<file path="config.mk">
export PLATFORM = sky130hd
export DESIGN_NAME = foc_pwm_modulator
export DESIGN_NICKNAME = d
export VERILOG_FILES = /design/src/rtl/foc_pwm_modulator.sv
export SDC_FILE = /design/constraint.sdc
export NUM_CORES = 1
export LEC_CHECK = 0
export BUFFER_PORTS_ARGS = -buffer_cell sky130_fd_sc_hd__buf_2
export CORE_UTILIZATION = 60
export DETAILED_ROUTE_END_ITERATION = 10
export PLACE_DENSITY = 0.81
export SYNTH_ARGS = -nofsm -noshare
export SYNTH_HDL_FRONTEND = slang
export SYNTH_SLANG_ARGS = --single-unit
</file>
<file path="constraint.sdc">
create_clock -name clk -period 2.5 [get_ports clk]
set_input_delay 0 -clock clk [delete_from_list [all_inputs] [get_ports clk]]
set_output_delay 0 -clock clk [all_outputs]
set_load 0.01 [all_outputs]
</file>
<file path="src/rtl/foc_pwm_modulator.sv">
// -----------------------------------------------------------------------------
// foc_pwm_modulator
//
// N-phase, centre-aligned PWM stage. Turns the per-phase duty words from the FOC
// current controller into complementary high/low gate drive for each half
// bridge. A triangle carrier is compared against each phase's active duty word.
// Duty and period are double buffered and only take effect at the carrier
// valley. The valley strobe (ce_out) paces the controller.
//
// Optional feature macro: FOC_PWM_DEADTIME_EN
//   defined   : per-phase dead-time insertion (DEADTIME clk cycles)
//   undefined : gate_hi = raw compare, gate_lo = inverted raw compare
//
// Parameters
//   NUM_PHASES  number of half-bridge channels
//   PWM_WIDTH   width of carrier counter, period and duty words
//   DEADTIME    dead time in clk cycles (>= 1, only used with the macro)
//
// Ports
//   clk         system clock
//   reset       asynchronous, active-high reset
//   clk_enable  carrier advances only on cycles where this is high
//   pwm_enable  0 forces all gates off on the next edge
//   period      carrier peak value, sampled at the valley
//   duty        packed duty words, phase 0 in the LSBs
//   duty_load   strobe: capture duty into the shadow registers
//   gate_hi     high-side gate per phase, 1 = on
//   gate_lo     low-side gate per phase, 1 = on
//   ce_out      one-clk valley pulse, controller sample tick
// -----------------------------------------------------------------------------
module foc_pwm_modulator #(
  parameter int NUM_PHASES = 3,
  parameter int PWM_WIDTH  = 10,
  parameter int DEADTIME   = 8
) (
  input  logic                             clk,
  input  logic                             reset,
  input  logic                             clk_enable,
  input  logic                             pwm_enable,
  input  logic [PWM_WIDTH-1:0]             period,
  input  logic [NUM_PHASES*PWM_WIDTH-1:0]  duty,
  input  logic                             duty_load,
  output logic [NUM_PHASES-1:0]            gate_hi,
  output logic [NUM_PHASES-1:0]            gate_lo,
  output logic                             ce_out
);

  localparam logic [PWM_WIDTH-1:0] CNT_ONE = {{(PWM_WIDTH-1){1'b0}}, 1'b1};

  // A dead time of zero would let both switches of a leg overlap.
  if (DEADTIME < 1) begin : g_deadtime_range
    $error("foc_pwm_modulator: DEADTIME must be at least 1");
  end

  // ---------------------------------------------------------------------------
  // Carrier direction FSM
  // ---------------------------------------------------------------------------
  typedef enum logic {
    DIR_UP   = 1'b0,
    DIR_DOWN = 1'b1
  } dir_t;

  dir_t                  dir;
  dir_t                  dir_next;
  logic [PWM_WIDTH-1:0]  cnt;
  logic [PWM_WIDTH-1:0]  cnt_next;
  logic [PWM_WIDTH-1:0]  period_act;
  logic                  valley;

  logic [NUM_PHASES-1:0] raw;
  logic [NUM_PHASES-1:0] hi_next;
  logic [NUM_PHASES-1:0] lo_next;

  // An active period of zero is the reset state and the "parked" state: the
  // valley fires on every enabled cycle so a new period can be picked up.
  // This also makes the first enabled cycle after reset a valley.
  assign valley = clk_enable &&
                  ((period_act == '0) || ((cnt == '0) && (dir == DIR_DOWN)));

  always_ff @(posedge clk or posedge reset) begin
    if (reset) begin
      cnt <= '0;
      dir <= DIR_UP;
    end else begin
      cnt <= cnt_next;
      dir <= dir_next;
    end
  end

  // Sequence for period P: 0(valley),1..P(peak),P-1..1, then valley again,
  // so every value except 0 and P appears twice and the carrier spans 2*P
  // enabled cycles.
  always_comb begin
    cnt_next = cnt;
    dir_next = dir;
    if (valley) begin
      // The counter restarts against the period being loaded on this edge.
      if (period == '0) begin
        cnt_next = '0;
        dir_next = DIR_DOWN;
      end else begin
        cnt_next = CNT_ONE;
        dir_next = DIR_UP;
      end
    end else if (clk_enable) begin
      case (dir)
        DIR_UP: begin
          if (cnt >= period_act) begin
            dir_next = DIR_DOWN;
            cnt_next = cnt - CNT_ONE;
          end else begin
            cnt_next = cnt + CNT_ONE;
          end
        end
        default: begin
          // cnt==0 while counting down is a valley, handled above.
          cnt_next = cnt - CNT_ONE;
        end
      endcase
    end
  end

  // ---------------------------------------------------------------------------
  // Active period and valley strobe
  // ---------------------------------------------------------------------------
  always_ff @(posedge clk or posedge reset) begin
    if (reset) begin
      period_act <= '0;
      ce_out     <= 1'b0;
    end else begin
      ce_out <= valley;
      if (valley) begin
        period_act <= period;
      end
    end
  end

  // ---------------------------------------------------------------------------
  // Per-phase duty buffering, compare and gate drive
  // ---------------------------------------------------------------------------
  for (genvar gi = 0; gi < NUM_PHASES; gi++) begin : g_phase
    logic [PWM_WIDTH-1:0] duty_in;
    logic [PWM_WIDTH-1:0] shadow;
    logic [PWM_WIDTH-1:0] duty_act;

    assign duty_in = duty[gi*PWM_WIDTH +: PWM_WIDTH];

    always_ff @(posedge clk or posedge reset) begin
      if (reset) begin
        shadow <= '0;
      end else if (duty_load) begin
        shadow <= duty_in;
      end
    end

    // A load that lands exactly on the valley bypasses the shadow so the
    // controller never loses a whole carrier period of latency.
    always_ff @(posedge clk or posedge reset) begin
      if (reset) begin
        duty_act <= '0;
      end else if (valley) begin
        duty_act <= duty_load ? duty_in : shadow;
      end
    end

    // duty >= period must give a solid high even at the peak sample where
    // cnt == period; a zero period parks the leg low.
    assign raw[gi] = (period_act != '0) &&
                     ((duty_act >= period_act) || (cnt < duty_act));

`ifdef FOC_PWM_DEADTIME_EN
    localparam int                 DT_W    = $clog2(DEADTIME + 1);
    localparam logic [DT_W-1:0]    DT_LAST = DT_W'(DEADTIME - 1);

    logic            raw_q;
    logic [DT_W-1:0] stable_cnt;
    logic            settled;

    // stable_cnt counts clk cycles (not carrier steps) in which raw has
    // matched its previous value. After a change the gates stay off for
    // exactly DEADTIME cycles; a pulse shorter than that never turns a
    // gate on at all.
    assign settled = (raw[gi] == raw_q) && (stable_cnt >= DT_LAST);

    always_ff @(posedge clk or posedge reset) begin
      if (reset) begin
        raw_q      <= 1'b0;
        stable_cnt <= '0;
      end else begin
        raw_q <= raw[gi];
        if (raw[gi] != raw_q) begin
          stable_cnt <= '0;
        end else if (stable_cnt < DT_LAST) begin
          stable_cnt <= stable_cnt + 1'b1;
        end
      end
    end

    // The dead-time tracker keeps running while pwm_enable is low, so a
    // re-enable can only turn on a gate whose raw level is already settled.
    assign hi_next[gi] = pwm_enable &&  raw[gi] && settled;
    assign lo_next[gi] = pwm_enable && !raw[gi] && settled;
`else
    assign hi_next[gi] = pwm_enable &&  raw[gi];
    assign lo_next[gi] = pwm_enable && !raw[gi];
`endif
  end

  // Both gates come from the same raw bit with opposite polarity, so a
  // shoot-through combination cannot be registered.
  always_ff @(posedge clk or posedge reset) begin
    if (reset) begin
      gate_hi <= '0;
      gate_lo <= '0;
    end else begin
      gate_hi <= hi_next;
      gate_lo <= lo_next;
    end
  end

endmodule

</file>
==> flow_summary.yaml <==
placed_design:
  place_congestion: 0.9111
  post-place-ws_ps: 108.4
  io_buffers: 51
  detailedPlacementHpwl_mm: 9.231
die:
  start_util: 0.6305
  pin_count: 52
  fp.dieArea_mm2: 0.009143
  core-area_mm2: 0.008341
  die_width_um: 95.62
  chipHeight_um: 95.62
  num_rows: 33
critical_path:
  reg2reg_setup_slack_ps: 60
  sort_of_element_at_the_end_of_the_critical_path: "flop"
  critical_path.reg2reg.startpoint: "period_act[0]"
  timing.rr.end: "gate_hi[2]"
  maximum_cell_stage_delay_along_the_critical_path_ps: 490
  path_cells: "ha_1 -> nand2b_1 -> a21o_1 -> a2111oi_0 -> o31ai_1 -> a211o_1 -> and3_1"
  crit_slowest_cell: "sky130_fd_sc_hd__dfrtp_1"
  critPathKind: "reg -> reg"
  critical_path.startpoint_type: "flop"
  critical_path_arrival_ps: 2690
  worstPathRequired_ps: 2750
  critical_path.max_fanout: 6
  ff2ff_path_depth: 7
clocking:
  tritoncts: "built"
  cts_made_buffers: 9
  clock_path_buffers: 2
  h-tree-depth: 3
  clock_tree.root_cell: "sky130_fd_sc_hd__clkbuf_8"
  cts_sinks: 88
  clk_pin_slew_ps: 90
  clock_insertion_delay_worst_skew_ps: 370
cells_and_area:
  area.sequential_mm2: 0.002202
  fin_nets: 710
  area_growth_pct: 21.27
  layout_common_cells: "sky130_fd_sc_hd__dfrtp_1, sky130_fd_sc_hd__ha_1, sky130_fd_sc_hd__mux2_2, sky130_fd_sc_hd__buf_2, sky130_fd_sc_hd__inv_1"
  fillCellCount: 533
  layout.cells.most_common: "sky130_fd_sc_hd__dfrtp_1"
  multi_input_area_mm2: 0.002800
  layout-drive-gt1-share: 0.2650
sta:
  finalHoldViolCount: 0
  slew_violations: 0
  report.final.setup_viol: 0
  fmax_mhz: 410.0
  period_needed_ps: 2439
  worst_slack_ps: 60.80
  tns_ps: 0
  max-slew-margin-rel: 0.5237
  rsz_0062_raised_after_global_routing: "false"
  final_min_period_over_clock_period: 0.9757
  worstMarginPinSlew_ps: 714.5
  final.setup_skew_ps: 16.25
logic_synthesis:
  yosysUniqueCellTypes: 53
  number_of_flops_mapped_to_enable_cells_by_yosys: 0
  synth.net_count: 595
  synth_sequential_area_ratio: 0.4187
  synth.yosys.warnings: 0
  synthesis.area_per_instance_um2: 10.96
  syn-cell-area_mm2: 0.005259
  async_reset_ff_frac: 1.000
  synth.ff_latch_count: 88
  ys_dominant_reg_cell: "sky130_fd_sc_hd__dfrtp_1"
  synthCells: 480
flow_run:
  cap_viol_max_count: 0
global_route:
  grt_max_degree: 53
  first_global_vias: 4508
  grt_first_pass_wirelength_mm: 22.54
  grtUsageTotal: 0.3370
  global_route.overflow_total: 0
  antenna_found_initial: 1
detailed_routing:
  drcViolationCount: 0
  wl_per_cell_um: 19.62
  routed_via_density: 6.157
  via_count: 4347
  postRouteAntennaNets: 0
  postRouteWirelength_mm: 13.85
  drtIter0Drc: 259
  drtPass1Iterations: 5
min_path:
  hold_path_class: "in -> reg"
  worstHoldPathCells: 2
  min_to: "cnt[1]"
  holdCritStartpoint: "clk_enable"
pwr:
  totalPowerFinal_w: 0.003646
  power_leakage_nw: 3.203
  power_density_mw_per_mm2: 571.8
  ir_worst_vdd_mv: 0.4026
status:
  status: "finished, final reports clean"
cell type report:
| cell class | instances | share of cell area |
|---|---|---|
| inverters | 47 | 0.02904 |
| repair buffers | 116 | 0.1350 |
| well taps | 105 | 0.02060 |
| diodes | 1 | 0.0003924 |
| clock buffers | 10 | 0.02001 |
| multi-input cells | 333 | 0.4391 |
| clock inverters | 6 | 0.01059 |
| flip-flops and latches | 88 | 0.3453 |
power by group:
group,switching (W),internal (W),leakage (nW),total (W)
clock,0.000565,0.000467,0.0929,0.00103
sequential,0.000136,0.00153,1.09,0.00166
combinational,0.000504,0.000446,2.03,0.000950
through the flow:
stage | instance area, um2 | hold slack [ps] | util | cells
after global routing | 6377 | 68.80 | 0.7646 | 706
final | 6377 | 48.79 | 0.7646 | 706
after global placement | 5753 | 90.29 | 0.6898 | 647
after CTS | 6369 | 36.59 | 0.7636 | 705
after floorplan | 5259 | 105.4 | - | 480
after detailed placement | 5753 | 103.7 | 0.6898 | 647
worst max-delay path by stage:
| stage | from | endpoint | slack [ps] | depth (start not counted) |
|---|---|---|---|---|
| after floorplan | reset | ce_out | 220 | 1 |
| after global placement | cnt[2] | cnt[7] | 90 | 7 |
| after detailed placement | cnt[2] | cnt[7] | 110 | 7 |
| after CTS | cnt[2] | cnt[7] | 70 | 7 |
| after global routing | period_act[0] | gate_hi[2] | 20 | 7 |
| final | period_act[0] | gate_hi[2] | 60 | 7 |
synth_stat cells, types with 3 or more instances:
library cell | instances | area share
sky130_fd_sc_hd__nor3_1 | 5 | 0.0048
sky130_fd_sc_hd__a31oi_1 | 6 | 0.0071
sky130_fd_sc_hd__mux2_2 | 60 | 0.13
sky130_fd_sc_hd__ha_1 | 70 | 0.17
sky130_fd_sc_hd__nand3_1 | 9 | 0.0086
sky130_fd_sc_hd__and3_1 | 8 | 0.0095
sky130_fd_sc_hd__a211oi_1 | 3 | 0.0043
sky130_fd_sc_hd__nand2_1 | 25 | 0.018
sky130_fd_sc_hd__a21boi_0 | 3 | 0.0043
sky130_fd_sc_hd__dfrtp_1 | 88 | 0.42
sky130_fd_sc_hd__o211ai_1 | 4 | 0.0057
sky130_fd_sc_hd__nand2b_1 | 5 | 0.0059
sky130_fd_sc_hd__nor2_1 | 24 | 0.017
sky130_fd_sc_hd__a21o_1 | 7 | 0.010
sky130_fd_sc_hd__o21ai_0 | 24 | 0.023
sky130_fd_sc_hd__inv_1 | 46 | 0.033
sky130_fd_sc_hd__o21a_1 | 7 | 0.010
sky130_fd_sc_hd__a21oi_1 | 13 | 0.012
sky130_fd_sc_hd__a211o_1 | 7 | 0.012
sky130_fd_sc_hd__o31ai_1 | 5 | 0.0071
sky130_fd_sc_hd__nor2b_1 | 4 | 0.0048
sky130_fd_sc_hd__nor4_1 | 6 | 0.0071
sky130_fd_sc_hd__a2111oi_0 | 4 | 0.0067
sky130_fd_sc_hd__clkbuf_1 | 7 | 0.0050
metal layers:
metal  vias up  wire length [um]  global-route usage
met5         -                 0                   0
met3        55               707             0.07097
met4         0               665              0.1803
met1      2134              5744              0.4165
li1       1975                 -                   -
met2       183              6730              0.5524
what timing repair did:
action	in CTS	in global routing
buffers inserted	0	0
hold buffers	42	0
gates resized for setup	0	2
setup endpoints to repair	0	5
hold endpoints to repair	86	0
kinds of logic (layout without fill, tap and decap cells):
group           after synthesis  after routing  share of synthesized area
compound gates              101            101                     0.1342
xor+xnor                      1              1                   0.001666
simple gates                 99             99                    0.09707
other cells                   0              1                          0
mux                          62             62                     0.1323
flops                        88             88                     0.4187
buf+inv                      59            179                    0.04949
fa+ha+maj                    70             70                     0.1665
flip-flops by register name (all words and copies together), names as in the netlist:
register	cells
g_phase.duty_act	30
g_phase.shadow	30
cnt	10
period_act	10
gate_hi	3
gate_lo	3
ce_out	1
dir	1
critical path: cells and delay by family (launching register included):
kind,cells,cell delay [ps]
compound gates,4,1150
flops,1,490
simple gates,2,360
fa+ha+maj,1,320
Note: power is estimated with default switching activity, not from simulation.
